### config.mk
export PLATFORM = sky130hd
export DESIGN_NAME = control_unit
export DESIGN_NICKNAME = d
export VERILOG_FILES = /design/src/rtl/control_unit.sv
export SDC_FILE = /design/constraint.sdc
export NUM_CORES = 1
export LEC_CHECK = 0
export ABC_AREA = 1
export CAP_MARGIN = 20
export CORE_MARGIN = 2
export CORE_UTILIZATION = 36
export CTS_BUF_LIST = sky130_fd_sc_hd__clkbuf_16
export DETAILED_ROUTE_END_ITERATION = 16
export PLACE_DENSITY = 0.77
export SYNTH_ARGS = -nofsm -noshare
export SYNTH_HDL_FRONTEND = slang
export SYNTH_SLANG_ARGS = --single-unit
### constraint.sdc
create_clock -name clk -period 1.3 [get_ports clk]
set_input_delay 0.26 -clock clk [delete_from_list [all_inputs] [get_ports clk]]
set_output_delay 0.26 -clock clk [all_outputs]
set_load 0.03 [all_outputs]
### src/rtl/control_unit.sv
// control_unit: RV32I main decoder with run-control FSM (start, halt, illegal-opcode trap)
package control_unit_pkg;
  typedef enum logic [2:0] {SEL_REG = 3'd0, SEL_IMM = 3'd1, SEL_PC = 3'd2, SEL_ZERO = 3'd3, SEL_FOUR = 3'd4} alu_sel_t;
  typedef enum logic [1:0] {ALU_ADD = 2'd0, ALU_BRANCH = 2'd1, ALU_RTYPE = 2'd2, ALU_ITYPE = 2'd3} aluOp_t;
  typedef enum logic [6:0] {
    LTYPE = 7'b0000011, ITYPE = 7'b0010011, AUIPC = 7'b0010111, STYPE = 7'b0100011,
    RTYPE = 7'b0110011, LUI   = 7'b0110111, BTYPE = 7'b1100011, JALR  = 7'b1100111,
    JTYPE = 7'b1101111, HALT  = 7'b1111111
  } opCode_t;
endpackage

module control_unit
  import control_unit_pkg::*;
(
  input  logic       clk,
  input  logic       rst,
  input  logic [6:0] opCode,
  input  logic       enable,
  input  logic       startProcess,
  output logic       endProcess,
  output logic       error,
  output logic       jump,
  output logic       jumpReg,
  output logic       branch,
  output logic       memRead,
  output logic       memWrite,
  output logic       memtoReg,
  output logic       regWrite,
  output alu_sel_t   aluSrc1,
  output alu_sel_t   aluSrc2,
  output aluOp_t     aluOp
);
  typedef enum logic [1:0] {IDLE, RUN, DONE, ERR} state_t;
  state_t state;
  logic active, known;
  assign active = state == RUN && enable;
  always_comb begin
    known = 1'b1;
    {jump, jumpReg, branch, memRead, memWrite, memtoReg, regWrite} = '0;
    aluSrc1 = SEL_REG;
    aluSrc2 = SEL_REG;
    aluOp = ALU_ADD;
    case (opCode)
      LTYPE: begin {memRead, memtoReg, regWrite} = '1; aluSrc2 = SEL_IMM; end
      ITYPE: begin regWrite = 1'b1; aluSrc2 = SEL_IMM; aluOp = ALU_ITYPE; end
      AUIPC: begin regWrite = 1'b1; aluSrc1 = SEL_PC; aluSrc2 = SEL_IMM; end
      STYPE: begin memWrite = 1'b1; aluSrc2 = SEL_IMM; end
      RTYPE: begin regWrite = 1'b1; aluOp = ALU_RTYPE; end
      LUI:   begin regWrite = 1'b1; aluSrc1 = SEL_ZERO; aluSrc2 = SEL_IMM; end
      BTYPE: begin branch = 1'b1; aluOp = ALU_BRANCH; end
      JALR:  begin {jump, jumpReg, regWrite} = '1; aluSrc1 = SEL_PC; aluSrc2 = SEL_FOUR; end
      JTYPE: begin {jump, regWrite} = '1; aluSrc1 = SEL_PC; aluSrc2 = SEL_FOUR; end
      default: known = 1'b0;
    endcase
    // halt and illegal opcodes fall into default, so they also decode to idle strobes
    if (!active) begin
      {jump, jumpReg, branch, memRead, memWrite, memtoReg, regWrite} = '0;
      aluSrc1 = SEL_REG;
      aluSrc2 = SEL_REG;
      aluOp = ALU_ADD;
    end
  end
  always_ff @(posedge clk) begin
    if (rst) begin
      state <= IDLE;
      endProcess <= 1'b0;
      error <= 1'b0;
    end else begin
      case (state)
        IDLE, DONE: if (startProcess) begin state <= RUN; endProcess <= 1'b0; end
        RUN: if (enable && opCode == HALT) begin state <= DONE; endProcess <= 1'b1; end
             else if (enable && !known) begin state <= ERR; error <= 1'b1; end
        default: ;
      endcase
    end
  end
endmodule

==> results of run 1 <==
## layer usage
metal	wire [µm]	track usage (%)	up-vias	part of all wire, %
met1	1089	37.70	408	35
met3	316	12.22	23	10
met4	174	10.00	0	5.6
li1	-	-	366	-
met5	0	0	-	0
met2	1549	52.38	83	49
## sequential cells by signal (all words and copies together), names as in the netlist
register and count:
error 1, endProcess 1, state 2
## cell usage in the layout (no fill, tap or decap), types with 2 or more instances in the layout
| cell | instances |
|---|---|
| nor2_4 | 12 |
| nor2_2 | 8 |
| nand3_4 | 2 |
| buf_2 | 5 |
| o21ai_0 | 2 |
| inv_4 | 2 |
| conb_1 | 2 |
| dfxtp_1 | 3 |
| nor3_4 | 2 |
| nand3_2 | 3 |
| a21oi_4 | 2 |
| nand2_1 | 9 |
| dlygate4sd2_1 | 3 |
| nand2_4 | 3 |
| inv_2 | 8 |
| a21oi_2 | 3 |
| clkbuf_16 | 3 |
| clkdlybuf4s50_1 | 2 |
| a21oi_1 | 2 |
| buf_6 | 14 |
| inv_1 | 6 |
| buf_4 | 27 |
| nor2_1 | 3 |
| nand2_2 | 4 |
## path summary, 6_finish.rpt
check	slack (ns)	depth (start not counted)	end
min reg2reg	0.51	2	error$_SDFFE_PP0P_
min	0.51	2	error$_SDFFE_PP0P_
max	-0.44	8	aluSrc1[0]
max reg2reg	-0.03	9	state[1]$_SDFFE_PP0P_
## what timing repair did
action | in CTS | in global routing
hold buffers | 0 | 0
endpoints found under the setup margin | 19 | 15
pin swaps | 11 | 6
buffers inserted | 4 | 3
gates resized for setup | 67 | 13
## metrics by stage
step                      hold slack [ns]  instances  power [mW]
after global placement             0.4392        144      0.3169
after CTS                          0.4689        151      0.8323
final                              0.5112        154      0.9075
after detailed placement           0.4494        144      0.3214
after floorplan                    0.3224         85      0.2249
after global routing               0.5080        154      0.9228
## cells by family (layout without fill, tap and decap cells)
kind of cell	after synthesis	after routing	synth area share, %
compound gates	10	10	12.01
buf+inv	19	73	17.23
flops	4	4	16.71
other cells	1	2	0.7825
simple gates	50	50	53.26
## power by group
part           switching, mW  total [mW]  internal (mW)
clock network          0.113       0.508          0.395
logic                  0.154       0.262          0.107
registers            0.00613       0.137          0.131
## cell type report
cell class / count / area [µm²]
Clock buffer: 3 / 75.07
Fill cell: 25 / 42.54
Inverter: 16 / 65.06
Sequential cell: 4 / 81.33
Tap cell: 15 / 18.77
Multi-Input combinational cell: 62 / 518.0
Timing Repair Buffer: 54 / 467.9
## worst min-delay path: stages, from the launching register on
cell and delay (ns):
dfxtp_1 0.32, inv_1 0.07, a21oi_1 0.07
==> flow_metrics.tcl, run 1 <==
set metrics [dict create \
    pre_cts_ws_ns -0.6741 \
    tns_ns -4.970 \
    vias 880 \
    place.gp.congestion 0.7844 \
    dpl_cell_area_um2 920.9 \
    syn2layout_area_growth_pct 155.9 \
    synth.area.top_cells "dfxtp_1, nor2_1, nand2_1, nor2_4, a21oi_1" \
    path_delay_family "buffers and inverters" \
    max_freq_ghz 0.5740 \
    rows 13 \
    first_global_vias 752 \
    cp.required_ns 1.04 \
    htreeDepth 1 \
    dr.pass1.iters 4 \
    ant_nets 0 \
    drcViolationCount 0 \
    finalNetCount 152 \
    grt_use_total_pct 31.90 \
    drt_iter0_drc 35 \
    max-cap-violations 0 \
    hold_path_class "reg -> reg" \
    synth_seq_area_share_pct 16.71 \
    ir_worst_vdd_mv 0.9982 \
    ys.flop_type "dfxtp_1" \
    antennaDiodeCount 0 \
    final_max_slew_viol_count 0 \
    grt_max_degree 6 \
    clock_skew_ns 0.00009015 \
    synth_largest_area_cell "dfxtp_1" \
    slowest_delay_ns 0.33 \
    final_area_um2 1226 \
    antenna_found_initial 0 \
    p_per_area_nw_per_um2 740.1 \
    clk_path_buf_depth 2 \
    period_share_pct 134.0 \
    rsz0062_at_grt "yes" \
    static-leakage-power_nw 0.5685 \
    core_um2 1269 \
    endpoint_kind "output pin" \
    timing.rr.start "state[0]$_SDFFE_PP0P_" \
    final_util_pct 96.65 \
    clk_pin_slew_ns 0.03 \
    vias_per_cell 5.714 \
    worstSetupPathType "reg -> out" \
    grt_pass1_wl_mm 3.381 \
    critical_path.startpoint "state[0]$_SDFFE_PP0P_" \
    synth_edf_count 0 \
    yosysMostFrequentCell "nor2_1" \
    finalWorstSetupSlack_ns -0.4422 \
    cts_buffers 3 \
    hp-start "error$_SDFFE_PP0P_" \
    critPathSlowestCell "dfxtp_2" \
    boundaryPins 28 \
    yosysWarningCount 0 \
    ys_ff_latch 4 \
    synth_cell_types 19 \
    synthArstFlopShare_pct 0 \
    finalSetupViolCount 15 \
    synth_commonest_cells "nor2_1, nand2_1, inv_1, inv_2, a21oi_1" \
    grt_overflow 0 \
    cts_tree "done" \
    hpwl_mm 1.221 \
    clk_latency_ns 0.23 \
    cp.arrival_ns 1.48 \
    avgSynthCellArea_um2 5.705 \
    path_cells "inv_2, nor2_4, inv_2, nor2_4, inv_4, buf_6, nor3_2, buf_4" \
    syn_inst 84 \
    port_buffers 25 \
    route.final.wire_length_mm 3.130 \
    violations "negative setup slack" \
    synth_top_area_share_pct 16.71 \
    layout-drive-gt1-share_pct 75.54 \
    die-width_um 40.49 \
    cts_num_sinks 4 \
    min_period_ns 1.742 \
    dieArea_um2 1639 \
    hold_viol 0 \
    worstSetupStartpointType "register" \
    status "finished with violations" \
    worstPathBufferInverterCount 5 \
    wl_per_cell_um 20.32 \
    initial_core_util_pct 37.77 \
    cts_root_buffer "clkbuf_16" \
    die_h_um 40.49 \
    cp_max_fo 5 \
    syn-cell-area_um2 479.2 \
]
Power figures use the tool's default switching activity.
==> run 2, diff against run 1 <==
CTS_CLUSTER_DIAMETER = 80   (was default)
GPL_ROUTABILITY_DRIVEN = 0   (was default)
==> results of run 2 <==
The final DEF is identical to that of run 1; final timing and power are the same.
